**config.mk**
```make
export PLATFORM = sky130hd
export DESIGN_NAME = pixart_emulator
export DESIGN_NICKNAME = d
export VERILOG_FILES = /design/src/rtl/pixart_pkg.sv /design/src/rtl/i2c_line_sync.sv /design/src/rtl/pixart_emulator.sv
export SDC_FILE = /design/constraint.sdc
export NUM_CORES = 1
export LEC_CHECK = 0
export ABC_AREA = 1
export CORE_UTILIZATION = 32
export CTS_BUF_LIST = sky130_fd_sc_hd__clkbuf_16
export CTS_CLUSTER_SIZE = 30
export DETAILED_ROUTE_END_ITERATION = 16
export SLEW_MARGIN = 25
export SYNTH_ARGS = -nofsm -noshare
export SYNTH_HDL_FRONTEND = slang
export SYNTH_HIERARCHICAL = 1
export SYNTH_SLANG_ARGS = --single-unit
```
**constraint.sdc**
```tcl
create_clock -name clk -period 3.3 [get_ports clk]
set_input_delay 0.495 -clock clk [delete_from_list [all_inputs] [get_ports clk]]
set_output_delay 0.495 -clock clk [all_outputs]
set_load 0.1 [all_outputs]
```
**src/rtl/pixart_pkg.sv**
```systemverilog
// Shared constants, bus-state encoding and report layout for the Pixart camera emulator.
package pixart_pkg;
    localparam logic [6:0] ADDR_DEFAULT        = 7'h58;
    localparam logic [7:0] REPORT_BASE_DEFAULT = 8'h36;
    localparam int         REPORT_LEN          = 16;
    localparam logic [7:0] NO_BLOB             = 8'hFF;

    typedef enum logic [2:0] {
        ST_IDLE, ST_ADDR, ST_ADDR_ACK, ST_WR_BYTE, ST_WR_ACK, ST_RD_BYTE, ST_RD_ACK
    } bus_state_t;

    // Extended-mode report byte k; only blob 1 is live, blobs 2-4 always read as absent.
    function automatic logic [7:0] report_byte(input logic [7:0] k, input logic [9:0] x,
                                               input logic [9:0] y, input logic [3:0] size,
                                               input logic valid);
        logic [7:0] b;
        b = 8'h00;
        if (k >= 8'd1 && k <= 8'd3) begin
            if (!valid)          b = NO_BLOB;
            else if (k == 8'd1)  b = x[7:0];
            else if (k == 8'd2)  b = y[7:0];
            else                 b = {y[9:8], x[9:8], size};
        end else if (k >= 8'd4 && k <= 8'd12) begin
            b = NO_BLOB;
        end
        return b;
    endfunction
endpackage

```
**src/rtl/i2c_line_sync.sv**
```systemverilog
// Bus line synchroniser with registered level and edge strobes: 3 clk latency, +2 clk when
// PIXART_GLITCH_FILTER_EN adds a 3-sample majority filter. No backpressure.
module i2c_line_sync (
    input  logic clk,
    input  logic reset,
    input  logic line,
    output logic level,
    output logic rise,
    output logic fall
);
    logic meta;
    logic synced;
    logic filt;

`ifdef PIXART_GLITCH_FILTER_EN
    logic [1:0] hist;
    logic       maj;

    always_ff @(posedge clk or posedge reset) begin
        if (reset) begin
            hist <= 2'b11;
            maj  <= 1'b1;
        end else begin
            hist <= {hist[0], synced};
            maj  <= (synced & hist[0]) | (synced & hist[1]) | (hist[0] & hist[1]);
        end
    end
    assign filt = maj;
`else
    assign filt = synced;
`endif

    // Idle bus is high, so resetting to 1 avoids a spurious edge out of reset.
    always_ff @(posedge clk or posedge reset) begin
        if (reset) begin
            meta   <= 1'b1;
            synced <= 1'b1;
            level  <= 1'b1;
            rise   <= 1'b0;
            fall   <= 1'b0;
        end else begin
            meta   <= line;
            synced <= meta;
            level  <= filt;
            rise   <= filt & ~level;
            fall   <= ~filt & level;
        end
    end
endmodule

```
**src/rtl/pixart_emulator.sv**
```systemverilog
// I2C target standing in for the Pixart IR camera: config writes and 16-byte blob reports.
// SDA drive follows SCL falls by 4 clk (6 with PIXART_GLITCH_FILTER_EN); no backpressure, the initiator owns SCL.
module pixart_emulator
    import pixart_pkg::*;
#(
    parameter logic [6:0] ADDR        = ADDR_DEFAULT,
    parameter logic [7:0] REPORT_BASE = REPORT_BASE_DEFAULT
) (
    input  logic       clk,
    input  logic       reset,
    input  logic       i2c_scl,
    input  logic       i2c_sda_in,
    output logic       i2c_sda_out,
    output logic       i2c_sda_dir,
    input  logic [9:0] blob_x,
    input  logic [9:0] blob_y,
    input  logic [3:0] blob_size,
    input  logic       blob_valid,
    output logic       cfg_strobe,
    output logic [7:0] cfg_addr,
    output logic [7:0] cfg_data
);
    logic scl_lvl, scl_rise, scl_fall;
    logic sda_lvl, sda_rise, sda_fall;
    logic start_det, stop_det;

    bus_state_t state, state_d;
    logic [2:0] bit_cnt, bit_cnt_d;
    logic [6:0] shreg, shreg_d;
    logic [7:0] byte_in;
    logic [7:0] ptr, ptr_d;
    logic       ptr_set, ptr_set_d;
    logic       rw, rw_d;
    logic       dir, dir_d;
    logic [7:0] tx, tx_d;
    logic       strobe_d;
    logic [7:0] cfg_addr_d, cfg_data_d;
    logic       snap;
    logic [7:0] report [REPORT_LEN];
    logic [7:0] rd_k, rd_byte;

    i2c_line_sync u_scl (.clk(clk), .reset(reset), .line(i2c_scl),
                         .level(scl_lvl), .rise(scl_rise), .fall(scl_fall));
    i2c_line_sync u_sda (.clk(clk), .reset(reset), .line(i2c_sda_in),
                         .level(sda_lvl), .rise(sda_rise), .fall(sda_fall));

    assign start_det   = sda_fall & scl_lvl;
    assign stop_det    = sda_rise & scl_lvl;
    assign i2c_sda_out = 1'b0;
    assign i2c_sda_dir = dir;

    always_comb begin
        rd_k    = ptr - REPORT_BASE;
        rd_byte = 8'h00;
        if (rd_k < 8'(REPORT_LEN)) rd_byte = report[rd_k[3:0]];
    end

    // In the ACK states, dir doubles as the phase flag: first SCL fall drives, second releases.
    always_comb begin
        state_d    = state;
        bit_cnt_d  = bit_cnt;
        shreg_d    = shreg;
        ptr_d      = ptr;
        ptr_set_d  = ptr_set;
        rw_d       = rw;
        dir_d      = dir;
        tx_d       = tx;
        strobe_d   = 1'b0;
        cfg_addr_d = cfg_addr;
        cfg_data_d = cfg_data;
        snap       = 1'b0;
        byte_in    = {shreg, sda_lvl};
        if (stop_det) begin
            state_d = ST_IDLE;
            dir_d   = 1'b0;
        end else if (start_det) begin
            state_d   = ST_ADDR;
            bit_cnt_d = 3'd0;
            dir_d     = 1'b0;
        end else begin
            case (state)
                ST_ADDR: if (scl_rise) begin
                    shreg_d   = byte_in[6:0];
                    bit_cnt_d = bit_cnt + 3'd1;
                    if (bit_cnt == 3'd7) begin
                        if (byte_in[7:1] == ADDR) begin
                            state_d = ST_ADDR_ACK;
                            rw_d    = byte_in[0];
                            if (!byte_in[0]) ptr_set_d = 1'b0;
                        end else begin
                            state_d = ST_IDLE;
                        end
                    end
                end
                ST_ADDR_ACK: if (scl_fall) begin
                    if (!dir) begin
                        dir_d = 1'b1;
                        if (rw) begin
                            snap = 1'b1;
                            tx_d = report_byte(ptr - REPORT_BASE, blob_x, blob_y, blob_size, blob_valid);
                        end
                    end else begin
                        bit_cnt_d = 3'd0;
                        if (rw) begin
                            state_d = ST_RD_BYTE;
                            dir_d   = ~tx[7];
                            tx_d    = {tx[6:0], 1'b0};
                        end else begin
                            state_d = ST_WR_BYTE;
                            dir_d   = 1'b0;
                        end
                    end
                end
                ST_WR_BYTE: if (scl_rise) begin
                    shreg_d   = byte_in[6:0];
                    bit_cnt_d = bit_cnt + 3'd1;
                    if (bit_cnt == 3'd7) begin
                        state_d = ST_WR_ACK;
                        if (!ptr_set) begin
                            ptr_d     = byte_in;
                            ptr_set_d = 1'b1;
                        end else begin
                            strobe_d   = 1'b1;
                            cfg_addr_d = ptr;
                            cfg_data_d = byte_in;
                            ptr_d      = ptr + 8'd1;
                        end
                    end
                end
                ST_WR_ACK: if (scl_fall) begin
                    if (!dir) begin
                        dir_d = 1'b1;
                    end else begin
                        dir_d     = 1'b0;
                        state_d   = ST_WR_BYTE;
                        bit_cnt_d = 3'd0;
                    end
                end
                ST_RD_BYTE: begin
                    if (scl_fall) begin
                        dir_d = ~tx[7];
                        tx_d  = {tx[6:0], 1'b0};
                    end else if (scl_rise) begin
                        bit_cnt_d = bit_cnt + 3'd1;
                        if (bit_cnt == 3'd7) begin
                            state_d = ST_RD_ACK;
                            ptr_d   = ptr + 8'd1;
                        end
                    end
                end
                ST_RD_ACK: begin
                    if (scl_fall) begin
                        dir_d = 1'b0;
                    end else if (scl_rise) begin
                        if (!sda_lvl) begin
                            state_d   = ST_RD_BYTE;
                            bit_cnt_d = 3'd0;
                            tx_d      = rd_byte;
                        end else begin
                            state_d = ST_IDLE;
                        end
                    end
                end
                default: state_d = ST_IDLE;
            endcase
        end
    end

    always_ff @(posedge clk or posedge reset) begin
        if (reset) begin
            state      <= ST_IDLE;
            bit_cnt    <= 3'd0;
            shreg      <= 7'd0;
            ptr        <= 8'd0;
            ptr_set    <= 1'b0;
            rw         <= 1'b0;
            dir        <= 1'b0;
            tx         <= 8'd0;
            cfg_strobe <= 1'b0;
            cfg_addr   <= 8'd0;
            cfg_data   <= 8'd0;
            for (int i = 0; i < REPORT_LEN; i++) report[i] <= NO_BLOB;
        end else begin
            state      <= state_d;
            bit_cnt    <= bit_cnt_d;
            shreg      <= shreg_d;
            ptr        <= ptr_d;
            ptr_set    <= ptr_set_d;
            rw         <= rw_d;
            dir        <= dir_d;
            tx         <= tx_d;
            cfg_strobe <= strobe_d;
            cfg_addr   <= cfg_addr_d;
            cfg_data   <= cfg_data_d;
            if (snap) begin
                for (int i = 0; i < REPORT_LEN; i++)
                    report[i] <= report_byte(8'(i), blob_x, blob_y, blob_size, blob_valid);
            end
        end
    end
endmodule

```
* Word-level counts from Yosys, hierarchy flattened
Cells that the tools add are included.
** Word-level totals
- Register bits :: 91
- Input bits :: 29
- Output and inout port bits :: 19
- Logic and storage cells :: 197
** Operators by class
- Add/subtract/negate cells :: 3
- Order comparisons :: 6
- Eq/ne operators :: 46
- Muxes and demuxes :: 85
- Bitwise operators :: 14
- Reduce and logical (&&, ||, !) cells :: 18
** Operators by type and width (count)
- 8-bit 2-to-1 mux :: 25
- 3-bit 2-to-1 mux :: 25
- 8-bit binary-select mux with 4-bit select :: 1
- 4-bit by 3-bit != test with 1-bit output (second input constant) :: 8
- 4-bit != test (second input constant) :: 7
- 1-bit 2-to-1 mux :: 27
- 8-bit case mux with 3 select lines :: 1
- 2-bit != test (second input constant) :: 9
- 3-bit case mux with 6 select lines :: 1
- 9-bit AND reduction :: 2
- 8-bit case mux with 2 select lines :: 1
- 8-bit AND reduction :: 2
- 13-bit AND reduction :: 1
- 3-bit == test (second input constant) :: 4
- 2-bit by 1-bit != test with 1-bit output (second input constant) :: 6
- 3-bit case mux with 4 select lines :: 1
- 6-bit AND reduction :: 2
- 3-bit != test (second input constant) :: 3
- 8-bit by 1-bit adder with 8-bit output (second input constant) :: 1
- 8-bit by 1-bit == test with 1-bit output (second input constant) :: 1
- 8-bit by 2-bit == test with 1-bit output (second input constant) :: 1
- 8-bit by 1-bit >= comparator with 1-bit output (second input constant) :: 1
- 8-bit by 3-bit >= comparator with 1-bit output (second input constant) :: 1
- 8-bit by 2-bit less-or-equal comparator with 1-bit output (second input constant) :: 1
- 24 further kinds :: 40

* Longest topological paths before layout
- Depth in word-level cells :: 10
- Depth in mapped cells :: 17
- Depth with buffers taken out :: 16

* Modules after synthesis
The synthesis kept the hierarchy.
** By module, submodules not included
- pixart_emulator :: instances 1, cells an instance 627, area an instance 4516.8 um2, sequential area each 1883.1 um2
- i2c_line_sync :: instances 2, cells an instance 10, area an instance 147.6 um2, sequential area each 128.9 um2

* Least setup slack after synthesis
OpenSTA, ideal clock, no wires.
- Path type :: register -> register
- Start point :: register dir (netlist: i2c_sda_dir)
- End point :: register report[104] (netlist name)
- Setup time :: 79 ps
- Arrival time :: 2024 ps
- Required time :: 3221 ps
- Slack :: 1197 ps
- Cell stages (with the launch flop) :: 8
- Buffers on the path :: 2
- Period minus slack after synthesis :: 2103 ps
- Path through :: dfrtp_1 -> inv_1 -> nand2_1 -> nor4_2 -> buf_2 -> buf_4 -> o21ai_0 -> o21ai_0
** Between the ends
- Cells in the longest elaborated chain, start to end :: 5
** Ends and longest elaborated chain
- from (decl) :: RTL line pixart_emulator.sv:34 : logic dir, dir_d;
- from (signal assigned) :: RTL line pixart_emulator.sv:190 : dir <= dir_d;
- 1-bit 2-to-1 mux :: RTL line pixart_emulator.sv:96 : if (!dir) begin
- 1-bit 2-to-1 mux :: RTL line pixart_emulator.sv:95 : ST_ADDR_ACK: if (scl_fall) begin
- 1-bit 2-to-1 mux :: RTL line pixart_emulator.sv:81 : case (state)
- 1-bit 2-to-1 mux :: RTL line pixart_emulator.sv:76 : end else if (start_det) begin
- 1-bit 2-to-1 mux :: RTL line pixart_emulator.sv:73 : if (stop_det) begin
- to (signal, indexed assignment) :: RTL line pixart_emulator.sv:197 : report[i] <= report_byte(8'(i), blob_x, blob_y, blob_size, blob_valid);
- to (decl) :: RTL line pixart_emulator.sv:39 : logic [7:0] report [REPORT_LEN];
No other way between the ends.
A chain may end at the register's enable or synchronous reset.

* Worst setup path after layout
- Start point :: register cfg_data[7]
- End point :: output cfg_data[7]
** RTL lines
- from (decl) :: RTL line pixart_emulator.sv:21 : output logic [7:0] cfg_data
- from (signal assigned) :: RTL line pixart_emulator.sv:194 : cfg_data <= cfg_data_d;
No word-level cell between the ends.

==> results.cfg <==
[sta]
rsz0062_at_grt = no
fin_skew_ns = 0.00999
maxSlewHeadroom_pct = 33.9
hold_violations = 0
worst_pin_slew_ns = 0.988
finalCriticalPeriod_ns = 2.37
period_share_pct = 71.7
max_freq_mhz = 423
setup_viol = 0
maxSlewViolCount = 0
fin_setup_tns_ns = 0
whs_ns = 0.357

[layout]
n_antenna_cell = 0
syn_to_final_growth_pct = 18.6
stdcell_area_um2 = 5710
register_area_um2 = 2140
drive_gt1_share_pct = 12.1
final_nets = 718
multiInputGateArea_um2 = 2170
fillers = 1468

[worst_setup_path]
endpoint_kind = output pin
path_buf_inv = 1
path_class = register to output pin
cp_cell_sequence = clkdlybuf4s50_1
cp_max_fo = 2
r2r_end = tx[3]
reg2reg_slack_ns = 0.99
crit_required_ns = 2.80
regToRegStartpoint = ptr[2]
crit_family = buffers and inverters
critPathArrivalTime_ns = 1.87
cpPeakStageDelay_ns = 1.15
cp_slowest_cell = clkdlybuf4s50_1
start_kind = register
reg2reg_depth = 15

[synth]
netlist_area_um2 = 4810
yosysSeqAreaShare_pct = 44.5
avgSynthCellArea_um2 = 7.44
synth_ff_type = dfrtp_1
synth-seq-cells = 84
synth_nets = 682
synth-edff-count = 0
ys_warn_count = 6
yosys.cell_types.count = 42
synthMostInstantiatedCell = nand2_1
synth_top_cell_by_area = dfrtp_1
synth_common_cells = nand2_1 (145), inv_1 (90), o21ai_0 (79)
synthTopCellsByArea = dfrtp_1 (28%), dfstp_2 (17%), nand2_1 (11%), o21ai_0 (8.2%), inv_1 (7.0%)
synth_top_area_share_pct = 27.6
synthCells = 647
async_flop_share_pct = 100

[drt]
drt-initial-drc-count = 261
routed_wirelength_um = 12700
ant_nets = 0
vias = 4448
drt_first_pass_iters = 5
drcViolationCount = 0
viasPerCell = 5.10
drt-wirelength-per-cell_um = 14.6

[pwr]
p_leak_nw = 2.67
ir_drop_uv = 350
p_per_area_nw_per_um2 = 414

[run]
drv_cap = 0

[min_path]
hp-start = u_scl/meta
worstHoldPathType = register to register
whs_endpoint = u_scl/filt
hold_depth = 0

[clock_network]
root_buffer = clkbuf_16
cts_buffers = 9
cts_tree = built
clk_latency_ns = 0.36
post_cts_resized = 0
clk_pin_slew_worst_paths_ns = 0.07
clockBufferDepth = 2
cts_hold_buf = 0
post_cts_buffers = 0
htree_levels = 3
cts_sinks = 84

[floorplanning]
die_area_um2 = 15500
placementRows = 44
die_y_um = 125
core_area_um2 = 14600
start_util_pct = 33.0
io-pin-count = 48
die_width_um = 125

[placement]
portBuffers = 46
dpl-instance-area_um2 = 5410
hpwl_um = 9240
gp_congestion = 0.888

[outcome]
status = complete, no violations

[global_route]
grt_pass1_vias = 4468
grt_overflow = 0
grt_max_degree = 50
grt_util_all_layers_pct = 17.3
antenna_found_initial = 0
grt_pass1_wl_um = 21600
-- flip-flops by register name (all words and copies together), names as in the netlist, 3 cells and up --
signal and cells:
report 25, cfg_addr 8, cfg_data 8, ptr 8
tx 8, shreg 7, bit_cnt 3, state 3
-- cells in the final DEF (no fill, tap or decap), types with 3 or more instances in the layout --
cell and instances:
clkdlybuf4s50_1 45, inv_2 8, ha_1 6, nand3_1 49
o21ai_0 79, nor2_2 4, nor3_1 8, inv_1 89
inv_8 3, o21ai_1 15, nand2_2 7, nor2_1 53
nand2_1 145, buf_4 5, nand4_1 3, dfstp_2 31
a21oi_1 28, a31oi_1 14, dfrtp_1 53, clkbuf_16 9
o211ai_1 3
-- metal layers --
layer  vias up  wire, um  global-route usage (%)
li1       2170         -                       -
met1      2120      5720                    22.0
met2       138      6060                    28.1
met3        20       667                    4.08
met4         0       248                    7.16
met5         -         0                       0
-- cells by family after synthesis --
logic type                 synth area share (%)
AOI/OAI and AO/OA                          17.7
buffers and inverters                      10.7
adders and majority gates                  1.56
DFF                                        44.5
and+or+nand+nor                            25.3
xor gates and xnor gates                  0.182
other                                    0.0779
-- worst max-delay path by stage --
| stage | from | cells after the start | slack, ns | endpoint |
|---|---|---|---|---|
| after CTS | cfg_addr[1] | 1 | 0.92 | cfg_addr[1] |
| after global placement | state[2] | 7 | 1.11 | ptr[6] |
| after detailed placement | ptr[2] | 15 | 1.03 | tx[6] |
| after floorplan | reset | 1 | 0.96 | bit_cnt[0] |
| after global routing | ptr[2] | 15 | 0.76 | tx[0] |
| final | cfg_data[7] | 1 | 0.93 | cfg_data[7] |
-- final cells by class --
cell class / count / share of cell area [%]
flip-flops and latches: 84 / 37.5
multi-input cells: 439 / 38.0
inverters: 98 / 6.45
clock buffers: 9 / 3.95
repair buffers: 51 / 8.90
well taps: 184 / 4.04
clock inverters: 7 / 1.18
-- stage by stage --
step,setup WS (ns),instances,utilization (%),total power (W)
floorplan,0.965,647,-,0.00128
global placement,1.11,856,37.1,0.00137
detailed placement,1.03,856,37.1,0.00137
CTS,0.918,872,39.1,0.00239
global route,0.758,872,39.1,0.00246
finish,0.933,872,39.1,0.00236
-- where the power goes --
part	total [W]	internal (W)	switching, W
registers	0.00109	0.00107	0.0000243
logic	0.000262	0.0000901	0.000172
clock network	0.00101	0.000533	0.000478
total	0.00236	0.00169	0.000674
(Power assumes the default switching activity.)
